**src/rtl/dcdc_bias_seq_pkg.sv**
```systemverilog
// ---------------------------------------------------------------------------
// dcdc_pkg
// Shared types and constants for the bias-rail power sequencer.
//   seq_state_t   : sequencer FSM states
//   PG_TIMEOUT_US : default power-good wait limit in microseconds
//   STEP_DLY_US   : default inter-rail step delay in microseconds
//   is_busy()     : true for every transient sequencing state
// ---------------------------------------------------------------------------
package dcdc_pkg;

    typedef enum logic [2:0] {
        OFF,
        UP_EN,
        UP_PG,
        UP_DLY,
        ON,
        DN,
        DN_DLY,
        FAULT
    } seq_state_t;

    localparam int PG_TIMEOUT_US = 1000;
    localparam int STEP_DLY_US   = 5;

    // Steady states (OFF, ON, FAULT) are the only non-busy ones.
    function automatic logic is_busy(input seq_state_t s);
        return !((s == OFF) || (s == ON) || (s == FAULT));
    endfunction

endpackage

```
**src/rtl/dcdc_bias_seq_if.sv**
```systemverilog
// ---------------------------------------------------------------------------
// dcdc_bias_seq_if
// Control/status bundle between the panel control logic (master) and the
// bias-rail sequencer (slave).
//   en_i         : rail on/off level request
//   clr_fault_i  : single-cycle fault clear pulse
//   step_dly_i   : per-step delay in microseconds
//   pg_i         : asynchronous per-rail power-good
//   rail_en_o    : registered converter enables
//   ready_o      : all rails up and good
//   busy_o       : sequencing in progress
//   fault_o      : sticky fault flag
//   fault_rail_o : index of the rail that caused the fault
// ---------------------------------------------------------------------------
interface dcdc_bias_seq_if #(
    parameter int NUM_RAILS = 4,
    parameter int DLY_W     = 16
);
    localparam int IDX_W = (NUM_RAILS > 1) ? $clog2(NUM_RAILS) : 1;

    logic                 en_i;
    logic                 clr_fault_i;
    logic [DLY_W-1:0]     step_dly_i;
    logic [NUM_RAILS-1:0] pg_i;
    logic [NUM_RAILS-1:0] rail_en_o;
    logic                 ready_o;
    logic                 busy_o;
    logic                 fault_o;
    logic [IDX_W-1:0]     fault_rail_o;

    modport master (
        output en_i, clr_fault_i, step_dly_i, pg_i,
        input  rail_en_o, ready_o, busy_o, fault_o, fault_rail_o
    );

    modport slave (
        input  en_i, clr_fault_i, step_dly_i, pg_i,
        output rail_en_o, ready_o, busy_o, fault_o, fault_rail_o
    );

endinterface

```
**src/rtl/dcdc_bias_seq_tick_gen.sv**
```systemverilog
// ---------------------------------------------------------------------------
// dcdc_tick_gen
// Turns the 1 MHz generator clock into a 1 us tick and counts ticks.
//   clk      : system clock (same domain as clk_1M_i)
//   reset_n  : asynchronous active-low reset
//   clk_1M_i : 1 MHz clock, sampled in clk
//   clr      : synchronous counter clear (wins over a coincident tick)
//   us_cnt   : saturating microsecond count since the last clear
// ---------------------------------------------------------------------------
module dcdc_tick_gen #(
    parameter int DLY_W = 16
) (
    input  logic             clk,
    input  logic             reset_n,
    input  logic             clk_1M_i,
    input  logic             clr,
    output logic [DLY_W-1:0] us_cnt
);

    logic clk_1M_q;
    logic tick;

    // Rising edge of clk_1M_i: previous sample low, current sample high.
    always_ff @(posedge clk or negedge reset_n) begin
        if (!reset_n) begin
            clk_1M_q <= 1'b0;
        end else begin
            clk_1M_q <= clk_1M_i;
        end
    end

    assign tick = clk_1M_i & ~clk_1M_q;

    // Counter holds at all-ones so a long wait can never look like a short one.
    always_ff @(posedge clk or negedge reset_n) begin
        if (!reset_n) begin
            us_cnt <= '0;
        end else if (clr) begin
            us_cnt <= '0;
        end else if (tick && (us_cnt != '1)) begin
            us_cnt <= us_cnt + DLY_W'(1);
        end
    end

endmodule

```
**src/rtl/dcdc_bias_seq.sv**
```systemverilog
// ---------------------------------------------------------------------------
// dcdc_bias_seq
// Bias-rail power sequencer. Brings NUM_RAILS converters up in ascending
// order and down in descending order, checking power-good per rail, and
// gates the 5 MHz converter sync clock while the rails are in use.
//   clk         : system clock
//   reset_n     : asynchronous active-low reset
//   clk_1M_i    : 1 MHz timebase clock
//   clk_5M_i    : 5 MHz converter sync clock
//   dcdc_sync_o : clk_5M_i gated by a registered enable
//   bus         : control/status bundle (slave side)
// ---------------------------------------------------------------------------
module dcdc_bias_seq
    import dcdc_pkg::*;
#(
    parameter int NUM_RAILS   = 4,
    parameter int DLY_W       = 16,
    parameter int PG_TIMEOUT  = PG_TIMEOUT_US,
    parameter int SYNC_STAGES = 2
) (
    input  logic           clk,
    input  logic           reset_n,
    input  logic           clk_1M_i,
    input  logic           clk_5M_i,
    output logic           dcdc_sync_o,
    dcdc_bias_seq_if.slave bus
);

    localparam int IDX_W = (NUM_RAILS > 1) ? $clog2(NUM_RAILS) : 1;
    localparam logic [IDX_W-1:0] LAST_IDX = IDX_W'(NUM_RAILS - 1);
    localparam logic [DLY_W-1:0] PG_LIMIT = DLY_W'(PG_TIMEOUT);

    seq_state_t           state, state_next;
    logic [IDX_W-1:0]     idx, idx_next;
    logic [NUM_RAILS-1:0] rail_en, rail_en_next;
    logic [IDX_W-1:0]     fault_rail, fault_rail_next;
    logic [DLY_W-1:0]     dly_q, dly_next;
    logic                 gate_req, gate_next;
    logic                 sync_gate;
    logic [DLY_W-1:0]     us_cnt;
    logic                 cnt_clr;
    logic [NUM_RAILS-1:0] pg_sync_q [SYNC_STAGES];
    logic [NUM_RAILS-1:0] pg_sync;
    logic [NUM_RAILS-1:0] pg_lost;

    function automatic logic [IDX_W-1:0] lowest_set(input logic [NUM_RAILS-1:0] v);
        logic [IDX_W-1:0] r;
        r = '0;
        for (int i = NUM_RAILS - 1; i >= 0; i--) begin
            if (v[i]) r = IDX_W'(i);
        end
        return r;
    endfunction

    // Multi-flop synchronizer chain on every asynchronous power-good bit.
    always_ff @(posedge clk or negedge reset_n) begin
        if (!reset_n) begin
            for (int s = 0; s < SYNC_STAGES; s++) pg_sync_q[s] <= '0;
        end else begin
            pg_sync_q[0] <= bus.pg_i;
            for (int s = 1; s < SYNC_STAGES; s++) pg_sync_q[s] <= pg_sync_q[s-1];
        end
    end

    assign pg_sync = pg_sync_q[SYNC_STAGES-1];
    assign pg_lost = rail_en & ~pg_sync;

    // Microsecond counter restarts whenever the FSM changes state.
    assign cnt_clr = (state_next != state);

    dcdc_tick_gen #(.DLY_W(DLY_W)) u_tick_gen (
        .clk      (clk),
        .reset_n  (reset_n),
        .clk_1M_i (clk_1M_i),
        .clr      (cnt_clr),
        .us_cnt   (us_cnt)
    );

    // State and datapath registers; all rails drop at once on reset.
    always_ff @(posedge clk or negedge reset_n) begin
        if (!reset_n) begin
            state      <= OFF;
            idx        <= '0;
            rail_en    <= '0;
            fault_rail <= '0;
            dly_q      <= '0;
            gate_req   <= 1'b0;
        end else begin
            state      <= state_next;
            idx        <= idx_next;
            rail_en    <= rail_en_next;
            fault_rail <= fault_rail_next;
            dly_q      <= dly_next;
            gate_req   <= gate_next;
        end
    end

    // Next-state logic. Within one cycle a fault beats an en_i change,
    // which beats the normal advance.
    always_comb begin
        state_next      = state;
        idx_next        = idx;
        rail_en_next    = rail_en;
        fault_rail_next = fault_rail;
        dly_next        = dly_q;
        gate_next       = gate_req;

        unique case (state)
            OFF: begin
                if (bus.en_i) begin
                    state_next = UP_EN;
                    idx_next   = '0;
                    gate_next  = 1'b1;
                end
            end
            UP_EN: begin
                if (!bus.en_i) begin
                    state_next = DN;
                end else begin
                    rail_en_next[idx] = 1'b1;
                    state_next        = UP_PG;
                end
            end
            UP_PG: begin
                if (!pg_sync[idx] && (us_cnt >= PG_LIMIT)) begin
                    state_next      = FAULT;
                    fault_rail_next = idx;
                end else if (!bus.en_i) begin
                    state_next = DN;
                end else if (pg_sync[idx]) begin
                    state_next = UP_DLY;
                end
            end
            UP_DLY: begin
                if (!bus.en_i) begin
                    state_next = DN;
                end else if (us_cnt == dly_q) begin
                    if (idx == LAST_IDX) begin
                        state_next = ON;
                    end else begin
                        idx_next   = idx + IDX_W'(1);
                        state_next = UP_EN;
                    end
                end
            end
            ON: begin
                if (|pg_lost) begin
                    state_next      = FAULT;
                    fault_rail_next = lowest_set(pg_lost);
                end else if (!bus.en_i) begin
                    state_next = DN;
                    idx_next   = LAST_IDX;
                end
            end
            DN: begin
                rail_en_next[idx] = 1'b0;
                state_next        = DN_DLY;
            end
            DN_DLY: begin
                if (us_cnt == dly_q) begin
                    if (idx == '0) begin
                        state_next = OFF;
                        gate_next  = 1'b0;
                    end else begin
                        idx_next   = idx - IDX_W'(1);
                        state_next = DN;
                    end
                end
            end
            FAULT: begin
                // Returning to OFF also forgets which rail tripped.
                if (bus.clr_fault_i && !bus.en_i) begin
                    state_next      = OFF;
                    idx_next        = '0;
                    fault_rail_next = '0;
                end
            end
            default: begin
                state_next = OFF;
            end
        endcase

        // Delay is captured as a state is entered so later changes on
        // step_dly_i cannot stretch or cut a step already in progress.
        if ((state_next != state) && ((state_next == UP_DLY) || (state_next == DN_DLY))) begin
            dly_next = bus.step_dly_i;
        end

        // Entering FAULT kills every rail and the sync clock together.
        if ((state_next == FAULT) && (state != FAULT)) begin
            rail_en_next = '0;
            gate_next    = 1'b0;
        end
    end

    // The output gate only follows the request while clk_5M_i is low,
    // so the AND below never produces a runt pulse.
    always_ff @(posedge clk or negedge reset_n) begin
        if (!reset_n) begin
            sync_gate <= 1'b0;
        end else if (!clk_5M_i) begin
            sync_gate <= gate_req;
        end
    end

    assign dcdc_sync_o      = clk_5M_i & sync_gate;
    assign bus.rail_en_o    = rail_en;
    assign bus.ready_o      = (state == ON);
    assign bus.busy_o       = is_busy(state);
    assign bus.fault_o      = (state == FAULT);
    assign bus.fault_rail_o = fault_rail;

endmodule

```
**src/flat_wrapper.sv**
```systemverilog
// flat-port wrapper written by rule: the top's interface ports become plain ports
module dcdc_bias_seq_flat import dcdc_pkg::*;
#(
    parameter int NUM_RAILS   = 4,
    parameter int DLY_W       = 16,
    parameter int PG_TIMEOUT  = PG_TIMEOUT_US,
    parameter int SYNC_STAGES = 2
)
  (clk, reset_n, clk_1M_i, clk_5M_i, dcdc_sync_o, bus_en_i, bus_clr_fault_i, bus_step_dly_i, bus_pg_i, bus_rail_en_o, bus_ready_o, bus_busy_o, bus_fault_o, bus_fault_rail_o);
  dcdc_bias_seq_if #(.NUM_RAILS(NUM_RAILS), .DLY_W(DLY_W)) bus_i ();
  input  logic clk;
  input  logic reset_n;
  input  logic clk_1M_i;
  input  logic clk_5M_i;
  output logic dcdc_sync_o;
  input wire logic [$bits(bus_i.en_i)-1:0] bus_en_i;
  input wire logic [$bits(bus_i.clr_fault_i)-1:0] bus_clr_fault_i;
  input wire logic [$bits(bus_i.step_dly_i)-1:0] bus_step_dly_i;
  input wire logic [$bits(bus_i.pg_i)-1:0] bus_pg_i;
  output wire logic [$bits(bus_i.rail_en_o)-1:0] bus_rail_en_o;
  output wire logic [$bits(bus_i.ready_o)-1:0] bus_ready_o;
  output wire logic [$bits(bus_i.busy_o)-1:0] bus_busy_o;
  output wire logic [$bits(bus_i.fault_o)-1:0] bus_fault_o;
  output wire logic [$bits(bus_i.fault_rail_o)-1:0] bus_fault_rail_o;
  assign bus_i.en_i = bus_en_i;
  assign bus_i.clr_fault_i = bus_clr_fault_i;
  assign bus_i.step_dly_i = bus_step_dly_i;
  assign bus_i.pg_i = bus_pg_i;
  assign bus_rail_en_o = bus_i.rail_en_o;
  assign bus_ready_o = bus_i.ready_o;
  assign bus_busy_o = bus_i.busy_o;
  assign bus_fault_o = bus_i.fault_o;
  assign bus_fault_rail_o = bus_i.fault_rail_o;
  dcdc_bias_seq #(.NUM_RAILS(NUM_RAILS), .DLY_W(DLY_W), .PG_TIMEOUT(PG_TIMEOUT), .SYNC_STAGES(SYNC_STAGES)) u_core (.clk(clk), .reset_n(reset_n), .clk_1M_i(clk_1M_i), .clk_5M_i(clk_5M_i), .dcdc_sync_o(dcdc_sync_o), .bus(bus_i));
endmodule
```
**config.mk**
```make
export PLATFORM = sky130hd
export DESIGN_NAME = dcdc_bias_seq_flat
export DESIGN_NICKNAME = d
export VERILOG_FILES = /design/src/rtl/dcdc_bias_seq_pkg.sv /design/src/rtl/dcdc_bias_seq_if.sv /design/src/rtl/dcdc_bias_seq_tick_gen.sv /design/src/rtl/dcdc_bias_seq.sv /design/src/flat_wrapper.sv
export SDC_FILE = /design/constraint.sdc
export NUM_CORES = 1
export LEC_CHECK = 0
export BUFFER_PORTS_ARGS = -buffer_cell sky130_fd_sc_hd__buf_2
export CAP_MARGIN = 15
export CORE_MARGIN = 2
export CORE_UTILIZATION = 30
export DETAILED_ROUTE_END_ITERATION = 8
export GPL_ROUTABILITY_DRIVEN = 0
export MAX_ROUTING_LAYER = met4
export PLACE_DENSITY_LB_ADDON = 0.25
export SLEW_MARGIN = 10
export SYNTH_ARGS = -nofsm -noshare
export SYNTH_HDL_FRONTEND = slang
export SYNTH_HIERARCHICAL = 1
export SYNTH_SLANG_ARGS = --single-unit
```
**constraint.sdc**
```tcl
create_clock -name clk -period 4.2 [get_ports clk]
set_clock_uncertainty 0.15 [all_clocks]
set_input_delay 0.42 -clock clk [delete_from_list [all_inputs] [get_ports clk]]
set_output_delay 0.42 -clock clk [all_outputs]
set_load 0.01 [all_outputs]
```
==> results of run 1 <==
==> logic make-up (layout without fill, tap and decap cells) <==
| family | after synthesis | in the layout | share of synthesized area, % |
|---|---|---|---|
| muxes | 27 | 27 | 11.0 |
| AOI/OAI and AO/OA | 71 | 71 | 16.5 |
| buffers and inverters | 21 | 54 | 4.12 |
| DFF | 54 | 54 | 42.4 |
| adders and majority gates | 1 | 1 | 0.393 |
| and+or+nand+nor | 110 | 110 | 20.6 |
| xor gates and xnor gates | 18 | 18 | 4.95 |
==> power by group through the flow <==
stage / Clock (W) / Sequential (W) / Combinational [W]
6_report: 0.000348 / 0.000870 / 0.00123
5_1_grt: 0.000383 / 0.000897 / 0.00137
4_1_cts: 0.000363 / 0.000871 / 0.00124
3_5_place_dp: 0 / 0.000880 / 0.00124
3_3_place_gp: 0 / 0.000880 / 0.00124
2_1_floorplan: 0 / 0.000784 / 0.00113
==> stage by stage <==
stage | instances | hold slack [ps] | util, % | setup slack [ps]
after global routing | 471 | 24.6 | 34.6 | 635
final | 471 | -7.42 | 34.6 | 918
after global placement | 463 | 184 | 33.5 | 951
after CTS | 471 | 16.2 | 34.6 | 890
after floorplan | 302 | -25.6 | - | 1250
after detailed placement | 463 | 188 | 33.5 | 931
==> path summary, 6_finish.rpt <==
path / startpoint / to / slack [ps] / cells after the start
setup / recovery: u_core/idx[0]$_DFFE_PN0P_ / u_core/dly_q[14]$_DFFE_PN0P_ / 920 / 8
hold / removal: reset_n / u_core/bus.fault_rail_o[1]$_DFFE_PN0P_ / -7 / 1
setup reg to reg: u_core/idx[0]$_DFFE_PN0P_ / u_core/dly_q[14]$_DFFE_PN0P_ / 920 / 8
hold reg to reg: u_core/pg_sync_q[4]$_DFF_PN0_ / u_core/pg_sync[0]$_DFF_PN0_ / 210 / 0
max in group asynchronous: reset_n / u_core/u_tick_gen/us_cnt[8]$_DFFE_PN0P_ / 3100 / 2
min in group clk: bus_pg_i[0] / u_core/pg_sync_q[4]$_DFF_PN0_ / 70 / 1
==> state kept, by name (all words and copies together) (netlist names) <==
signal / count
u_core/pg_sync: 4
u_core/gate_req: 1
u_core/pg_sync_q: 4
u_core/bus.rail_en_o: 4
u_core/dly_q: 16
u_core/state: 3
u_core/u_tick_gen/us_cnt: 16
u_core/sync_gate: 1
u_core/idx: 2
u_core/bus.fault_rail_o: 2
u_core/u_tick_gen/clk_1M_q: 1
==> area by class of cell <==
type,instances,area [µm²]
clock inverters,3,43.8
flip-flops and latches,54,1350
repair buffers,39,205
fillers,1050,6760
inverters,7,26.3
well taps,136,170
clock buffers,5,68.8
multi-input cells,227,1700
==> metal layers <==
layer  up-vias  part of all wire [%]
met4         0                   1.8
li1       1193                     -
met5         -                     0
met2        48                    51
met1      1163                    44
met3        11                   3.0
==> critical path: cells and delay by family (launching register included) <==
family | cells | cell delay (ps)
buf+inv | 1 | 310
compound gates | 3 | 700
simple gates | 2 | 360
mux | 2 | 980
flops | 1 | 660
==> cell usage in the layout, fill, tap and decap left out, types with 3 or more instances in the layout <==
| master | n |
|---|---|
| or4_1 | 3 |
| o21ai_0 | 14 |
| o211ai_1 | 4 |
| o311ai_0 | 3 |
| xnor2_1 | 17 |
| nor3_1 | 7 |
| nand3_1 | 8 |
| mux2i_1 | 5 |
| nor2_1 | 26 |
| or3_1 | 7 |
| mux2_4 | 11 |
| nor2b_1 | 8 |
| inv_1 | 5 |
| buf_4 | 4 |
| o31ai_1 | 4 |
| buf_2 | 35 |
| nand2b_1 | 5 |
| nand4_1 | 9 |
| a31oi_1 | 4 |
| clkbuf_8 | 5 |
| a21oi_1 | 16 |
| dfrtp_1 | 54 |
| and3_1 | 3 |
| mux2_2 | 10 |
| nand2_1 | 9 |
| nor4_1 | 4 |
==> impl_results.md, run 1 <==
- Netlist cell types: 70
- Clk root buf: clkbuf_8
- Clock slew at reported path FFs: approximately 100 ps
- WS Path Type: flip-flop to flip-flop
- CP Data Required Time: approximately 4200 ps
- Routed vias: approximately 2400
- Placed instance area: 0.00346 mm²
- Async SR Flop Fraction: 100%
- Post-synth top cells: 54 x dfrtp_1, 26 x nor2_1, 17 x xnor2_1
- Final Max Slew Viols: 0
- Initial antenna violation count: 0
- Synth Net Count: 329
- Grt met1 use: 16.2%
- Most frequent cell after synthesis: dfrtp_1
- Share of the yosys chip area belonging to registers: 42.4%
- Crit-path max cell delay: 660 ps
- Met2 GRT Util: 21.9%
- Status: finished with violations
- Layout area overhead: 12.0%
- Max_cap viols: 0
- Final period util: 78.1%
- Vias/cell: ~5.1
- Drt initial violations: 146
- Net Sw Frac: 39.4%
- Layout cells sized above 1: 24.5%
- DRT Pass-1 Iters: 4
- Die area: about 0.011 mm²
- Initial Util: 30.9%
- Clock latency on the worst-skew pair: approximately 300 ps
- Pwr Total: around 0.0025 W
- Worst vdd ir: 0.000234 V
- Largest fanout on the critical path: 16
- CTS H-Tree Depth: 2
- Share of the synthesized area in the top cell type: a little over two fifths
- DP Wirelength: ~5300 µm
- CTS tree: done
- Setup TNS: 0 ps
- Die height: 107 µm
- Hold WC Path Type: primary input to asynchronous set/reset pin
- Gate Count Post-Synth: 302
- Final nets: 361
- Global-route wire length before repair: 11800 µm
- Hold Vio Cnt, Final: 5
- Failing checks: hold timing
- Critical Path Most Common Cell: o211ai_1
- Drt wl/cell: roughly 15 µm
- # resized after CTS: 0
- Worst rel slew slack: around 44%
- Met3 GRT Util: about 2.4%
- Final ANT Viol Nets: 0
- Post-Syn Area: 0.00319 mm²
- Remaining DRCs: 0
- Leakage: 1.47 nW
- Overall Global Routing Usage: 13.1%
- Final wirelength: between 7000 and 8000 µm
- Power Density: 687 mW/mm²
- Unrepaired setup endpoints after global routing: false
- Die W: 107 µm
- I/O pins: 36
- Final Instance Area: between 0.003 and 0.004 mm²
- CTS buffer count: 5
- WHS: -7.42 ps
- Port bufs: 35
- Flop pwr share: around 36%
- Crit-path cells: mux4_2, nor3_2, nand2_1, o211ai_1, o211ai_1, o32ai_4, buf_4, mux2_2
- Post-synth top flop: dfrtp_1
- Post-CTS Setup Inserts: 0
- Net switching power: around 0.00097 W
- GR peak layer: met2
- Startpoint types: flip-flop
- Slew @ Worst Pin: 828 ps
- Avg Inst Size Synth: 10.5 µm²
- Yosys reg bits: between 50 and 60
- Final min period: 3280 ps
- CTS hold repair buffers: 0
- Final Setup Violations: 0
- Slowest CP cell: dfrtp_1
- Largest net degree at the start of global routing: 29
- Fmax achieved: 0.305 GHz
- Vias in the first global route: 2376
- CP endpoint kind: flip-flop
- Area contributors post-synth: dfrtp_1 42%, mux2_4 5.2%, xnor2_1 4.7%
- Worst path arrival time: 3320 ps
- TritonCTS Sinks: 54
- # diodes: 0
- Internal power: 0.00149 W
- Post-synth EDFFs: 0
- Comb power frac: around half
- Post-synth top area cell: dfrtp_1
- Core area: 0.0103 mm²
- Total grt overflow: 0
- Clock Power Share: 14.2%
- Std cell rows: 37
- Clock buffer depth: 2
- Syn. warnings: 6
Power figures use the tool's default switching activity.
==> run 2: changes to the inputs <==
==> constraint.sdc (replaced) <==
create_clock -name clk -period 3 [get_ports clk]
set_clock_uncertainty 0.15 [all_clocks]
set_input_delay 0.3 -clock clk [delete_from_list [all_inputs] [get_ports clk]]
set_output_delay 0.3 -clock clk [all_outputs]
set_load 0.01 [all_outputs]
==> impl_results.md, run 2 (synthesis results as in run 1) <==
- TritonCTS Sinks: 54 (unchanged)
- Internal power: 0.00224 W (+51%)
- WHS Path Cells: 2
- Initial antenna violation count: 0 (unchanged)
- Clock buffer depth: 2 (unchanged)
- Std cell rows: 37 (unchanged)
- Initial Util: 30.9% (unchanged)
- Worst rel slew slack: 59.5% (+15 points)
- Unrepaired setup endpoints after global routing: false
- CP endpoint kind: flip-flop
- Most frequent cells in the layout: 47 x dfrtp_1, 40 x buf_4, 35 x buf_2, 26 x nor2_1, 17 x xnor2_1
- Power Density: 942 mW/mm² (+37%)
- CTS H-Tree Depth: 2 (unchanged)
- Die height: 107 µm (unchanged)
- DP Wirelength: 5910 µm (+12%)
- I/O pins: 36 (unchanged)
- Die W: 107 µm (unchanged)
- CTS buffer count: 5 (unchanged)
- Routed vias: 2626 (+8.7%)
- Final Setup Violations: 0 (unchanged)
- Overall Global Routing Usage: 14.5% (+1.4 points)
- Final Instance Area: 0.00393 mm² (+10%)
- R2R Setup Slk: 150 ps (-770 ps)
- Layout area overhead: 23.4%
- R2R depth: 8 (unchanged)
- Worst path arrival time: 2900 ps (-420 ps)
- Flop pwr share: 31.4% (-4.1 points)
- Final period util: 95.0% (+17 points)
- Vias in the first global route: 2621 (+10%)
- Pwr Total: 0.00370 W (+51%)
- FF-to-FF Start: u_core/u_tick_gen/us_cnt[11]$_DFFE_PN0P_
- Fillers: 1035 (-1.4%)
- Worst vdd ir: 0.000267 V (+14%)
- Clock latency on the worst-skew pair: 320 ps (+20 ps)
- Slew @ Worst Pin: 602 ps (-226 ps)
- WS Path Type: flip-flop to flip-flop
- Clock slew at reported path FFs: 110 ps (about the same)
- FF/Latch Area: 0.00136 mm² (+0.65%)
- Net Sw Frac: 39.4% (about the same)
- Global-route wire length before repair: 12900 µm (+9.6%)
- Critical Path Start: u_core/u_tick_gen/us_cnt[11]$_DFFE_PN0P_
- Core area: 0.0103 mm² (unchanged)
- Max_cap viols: 0 (unchanged)
- WHS: 56.6 ps (+64.0 ps)
- Most common cell after layout, fill and taps aside: dfrtp_1
- Drt initial violations: 124 (-15%)
- Largest fanout on the critical path: 5 (-11)
- Final min period: 2850 ps (-432 ps)
- Final ANT Viol Nets: 0 (unchanged)
- Layout Cells excl Fill: 515 (+9.3%)
- Fmax achieved: 0.351 GHz (+15%)
- CP Data Required Time: 3050 ps (-1190 ps)
- Comb power frac: 56.6% (+6.3 points)
- Placed instance area: 0.00370 mm² (+7.1%)
- Remaining DRCs: 0 (unchanged)
- Hold WC Path Type: primary input to flip-flop
- # diodes: 0 (unchanged)
- CTS tree: done
- Port bufs: 35 (unchanged)
- CP endpoint: u_core/dly_q[11]$_DFFE_PN0P_
- Die area: 0.0115 mm² (unchanged)
- Final nets: 405 (+12%)
- Setup TNS: 0 ps (unchanged)
- Hold Vio Cnt, Final: 0 (-5)
- Final wirelength: 7680 µm (+8.2%)
- Largest net degree at the start of global routing: 29 (unchanged)
- Clk root buf: clkbuf_8
- DRT Pass-1 Iters: 4 (unchanged)
- Drt wl/cell: 14.9 µm (-1.0%)
- R2R Path End: u_core/dly_q[11]$_DFFE_PN0P_
- Layout cells sized above 1: 33.8% (+9.3 points)
- Vias/cell: 5.10 (-0.55%)
- Biggest registers after layout: u_core/dly_q (16), u_core/u_tick_gen/us_cnt (16)
- Startpoint types: flip-flop
- Final Max Slew Viols: 0 (unchanged)
- Area occupied by multi-input gates: 0.00171 mm² (+0.37%)
- Clock Power Share: 11.9% (-2.3 points)
- Leakage: 1.67 nW (+14%)
- Net switching power: 0.00146 W (+51%)
- Total grt overflow: 0 (unchanged)
- DP Cell Count: 494 (+6.7%)
- Status: finished, final reports clean
==> run 2: cell types whose count changed in the layout (fill, tap and decap cells not counted), moves of 2 or more <==
cell,change
buf_4,+36
dfrtp_1,-7
dfrtp_2,+7
dlygate4sd3_1,+6
clkinv_4,+2
==> run 2: repair_timing <==
action	CTS	global route
cloned	0	0
endpoints found under the setup margin	5	29
gates resized for setup	1	9
hold buffers	6	0
pin swaps	1	5
endpoints found under the hold margin	12	0
buffers inserted	1	6
==> run 2: per-stage QoR <==
step,setup slack [ps],utilization (%)
2_1_floorplan,51.4,-
3_3_place_gp,56.5,35.9
3_5_place_dp,11.5,35.9
4_1_cts,49.0,37.5
5_1_grt,5.86,38.1
6_report,150,38.1
==> run 2: power groups by stage <==
stage	Sequential (W)	Combinational [W]	Clock, W
6_report	0.00116	0.00210	0.000442
5_1_grt	0.00119	0.00230	0.000491
4_1_cts	0.00116	0.00209	0.000462
3_5_place_dp	0.00117	0.00208	0
3_3_place_gp	0.00117	0.00204	0
2_1_floorplan	0.00110	0.00159	0
==> run 2: how the worst min path moves through the flow <==
stage / end / slack, ps / from
global placement: u_core/state[1]$_DFF_PN0_ / 30 / reset_n
detailed placement: u_core/state[1]$_DFF_PN0_ / 30 / reset_n
global route: u_core/dly_q[2]$_DFFE_PN0P_ / 40 / bus_step_dly_i[2]
CTS: u_core/dly_q[1]$_DFFE_PN0P_ / 50 / bus_step_dly_i[1]
floorplan: u_core/bus.fault_rail_o[0]$_DFFE_PN0P_ / -150 / reset_n
finish: u_core/dly_q[1]$_DFFE_PN0P_ / 60 / bus_step_dly_i[1]
==> run 2: critical path: stages, from the launching register on <==
cell and delay [ps]:
dfrtp_1 440, nor4_2 300, o211ai_1 240, o41a_1 450, a2bb2oi_1 160, nand2b_4 170
o32ai_4 320, buf_4 220, mux2_4 300
==> run 2: area by class of cell <==
| type | count | area share [%] |
|---|---|---|
| Tap cell | 136 | 4.33 |
| Timing Repair Buffer | 83 | 14.4 |
| Inverter | 7 | 0.669 |
| Clock buffer | 5 | 1.75 |
| Clock inverter | 3 | 0.732 |
| Multi-Input combinational cell | 227 | 43.5 |
| Sequential cell | 54 | 34.6 |
==> run 2: layer usage <==
layer / GRT usage [%] / up-vias / part of all wire (%)
li1: - / 1282 / -
met1: 17.7 / 1293 / 44
met2: 24.9 / 43 / 52
met3: 2.37 / 8 / 2.8
met4: 3.71 / 0 / 1.3
met5: - / - / 0
==> run 3: changes to the inputs <==
--- a/config.mk
+++ b/config.mk
@@ -8,7 +8,7 @@
 export BUFFER_PORTS_ARGS = -buffer_cell sky130_fd_sc_hd__buf_2
 export CAP_MARGIN = 15
 export CORE_MARGIN = 2
-export CORE_UTILIZATION = 30
+export CORE_UTILIZATION = 53
 export DETAILED_ROUTE_END_ITERATION = 8
 export GPL_ROUTABILITY_DRIVEN = 0
 export MAX_ROUTING_LAYER = met4
==> impl_results.md, run 3 (synthesis results as in run 1) <==
- Final Max Slew Viols: 0 (unchanged)
- Post-route setup slack: 79.9 ps (-69.7 ps)
- CTS H-Tree Depth: 2 (unchanged)
- Final ANT Viol Nets: 0 (unchanged)
- Layout cells sized above 1: 31.3% (-2.5 points)
- Overall Global Routing Usage: 23.2% (+8.7 points)
- Core area: 0.00585 mm² (-43%)
- WS Path Type: flip-flop to flip-flop
- Worst path arrival time: 2960 ps (+60 ps)
- Largest fanout on the critical path: 9 (+4)
- CP Data Required Time: 3040 ps (about the same)
- Initial antenna violation count: 0 (unchanged)
- Final Instance Area: 0.00376 mm² (-4.2%)
- Status: finished, final reports clean
- R2R depth: 9 (+1)
- Worst rel slew slack: 55.1% (-4.4 points)
- Hold WC Path Type: primary input to flip-flop
- Hold Path Sink: u_core/dly_q[7]$_DFFE_PN0P_
- Max_cap viols: 0 (unchanged)
- Slew @ Worst Pin: 667 ps (+65.0 ps)
- Final wirelength: 7070 µm (-7.9%)
- Final period util: 97.3% (+2.3 points)
- Dpl ws: 34.4 ps (+22.8 ps)
- Final min period: 2920 ps (+69.7 ps)
- Unrepaired setup endpoints after global routing: true
- Largest net degree at the start of global routing: 48 (+66%)
- Final nets: 394 (-2.7%)
- WHS Path Cells: 2 (unchanged)
- Fmax achieved: 0.342 GHz (-2.4%)
- CTS buffer count: 5 (unchanged)
- Die area: 0.00665 mm² (-42%)
- Clk root buf: clkbuf_8
- I/O pins: 36 (unchanged)
- Routed vias: 2618 (-0.30%)
- Most common cell after layout, fill and taps aside: dfrtp_1
- Hold Vio Cnt, Final: 0 (unchanged)
- Startpoint types: flip-flop
- Vias/cell: 5.91 (+16%)
- Final Setup Violations: 0 (unchanged)
- R2R Path End: u_core/dly_q[0]$_DFFE_PN0P_
- Global-route wire length before repair: 11500 µm (-11%)
- Pwr Total: 0.00364 W (-1.6%)
- Fillers: 473 (-54%)
- # diodes: 0 (unchanged)
- CP endpoint kind: flip-flop
- TritonCTS Sinks: 54 (unchanged)
- Drt initial violations: 138 (+11%)
- Area occupied by multi-input gates: 0.00171 mm² (+0.29%)
- Layout Cells excl Fill: 443 (-14%)
- Clock slew at reported path FFs: 100 ps (about the same)
- Total grt overflow: 0 (unchanged)
- Layout area overhead: 18.2%
- Vias in the first global route: 2525 (-3.7%)
- Leakage: 1.62 nW (-3.4%)
- Remaining DRCs: 0 (unchanged)
- Die height: 81.5 µm (-24%)
- DP Wirelength: 5250 µm (-11%)
- Setup TNS: 0 ps (unchanged)
- Power Density: 968 mW/mm² (+2.7%)
- CTS tree: done
- DRT Pass-1 Iters: 4 (unchanged)
- Most frequent cells in the layout: 49 x dfrtp_1, 35 x buf_2, 29 x buf_4, 25 x nor2_1
- FF-to-FF Start: u_core/idx[0]$_DFFE_PN0P_
- Biggest registers after layout: u_core/dly_q (16), u_core/u_tick_gen/us_cnt (16)
- Clock buffer depth: 2 (unchanged)
- Port bufs: 35 (unchanged)
- R2R Setup Slk: 80 ps (-70 ps)
- Initial Util: 54.4% (+24 points)
- FF/Latch Area: 0.00136 mm² (-0.18%)
- Placed instance area: 0.00359 mm² (-3.1%)
- Std cell rows: 28 (-24%)
- Worst vdd ir: 0.000495 V (+86%)
- Clock latency on the worst-skew pair: 300 ps (-20 ps)
- Die W: 81.5 µm (-24%)
- HP Start: bus_step_dly_i[7]
- Drt wl/cell: 16.0 µm (+7.1%)
- DP Cell Count: 428 (-13%)
-- run 3: how the worst max path moves through the flow --
stage                                                     to                               startpoint  cells past startpoint  slack, ps
detailed placement  u_core/u_tick_gen/us_cnt[13]$_DFFE_PN0P_                u_core/state[1]$_DFF_PN0_                     10         30
CTS                 u_core/u_tick_gen/us_cnt[13]$_DFFE_PN0P_                u_core/state[2]$_DFF_PN0_                     10         10
floorplan                       u_core/dly_q[10]$_DFFE_PN0P_  u_core/u_tick_gen/us_cnt[2]$_DFFE_PN0P_                      8         50
global route                     u_core/dly_q[3]$_DFFE_PN0P_                u_core/state[0]$_DFF_PN0_                      8        -20
finish                           u_core/dly_q[0]$_DFFE_PN0P_                u_core/idx[0]$_DFFE_PN0P_                      9         80
global placement                 u_core/dly_q[1]$_DFFE_PN0P_                u_core/state[0]$_DFF_PN0_                      8        150
-- run 3: area by class of cell --
cell class / instances / area share, %
multi-input cells: 227 / 45.5
well taps: 75 / 2.49
repair buffers: 72 / 12.9
inverters: 7 / 0.698
clock inverters: 2 / 0.432
flip-flops and latches: 54 / 36.1
clock buffers: 6 / 1.93
-- run 3: timing repair --
action / CTS / global route
resized for setup: 0 / 10
hold buffers: 6 / 0
setup buffers: 0 / 1
setup endpoints to repair: 0 / 21
endpoints found under the hold margin: 12 / 0
-- run 3: through the flow --
step	util [%]	hold slack, ps
floorplan	-	-146
global placement	61.3	11.0
detailed placement	61.3	8.53
CTS	63.9	55.9
global route	64.3	50.9
finish	64.3	69.7
-- run 3: per-layer routing --
layer  vias up  track usage [%]  part of all wire (%)
met5         -                -                     0
met4         0             10.2                   2.4
li1       1260                -                     -
met3        16             3.19                   4.3
met2        83             37.4                    50
met1      1259             29.3                    43
-- run 3: power by group --
part / switching (W) / total, W / internal (W)
Sequential: 0.000203 / 0.00115 / 0.000950
Combinational: 0.00100 / 0.00208 / 0.00108
Clock: 0.000240 / 0.000408 / 0.000168
Total: 0.00144 / 0.00364 / 0.00220
-- run 3: critical path: stages, from the launching register on --
cell and delay (ps):
dfrtp_1 440, mux4_2 570, nor3_2 190, nand2_1 120, o211ai_1 240, buf_4 210, nand2_1 80, o32ai_4 220
buf_4 230, mux2_2 350
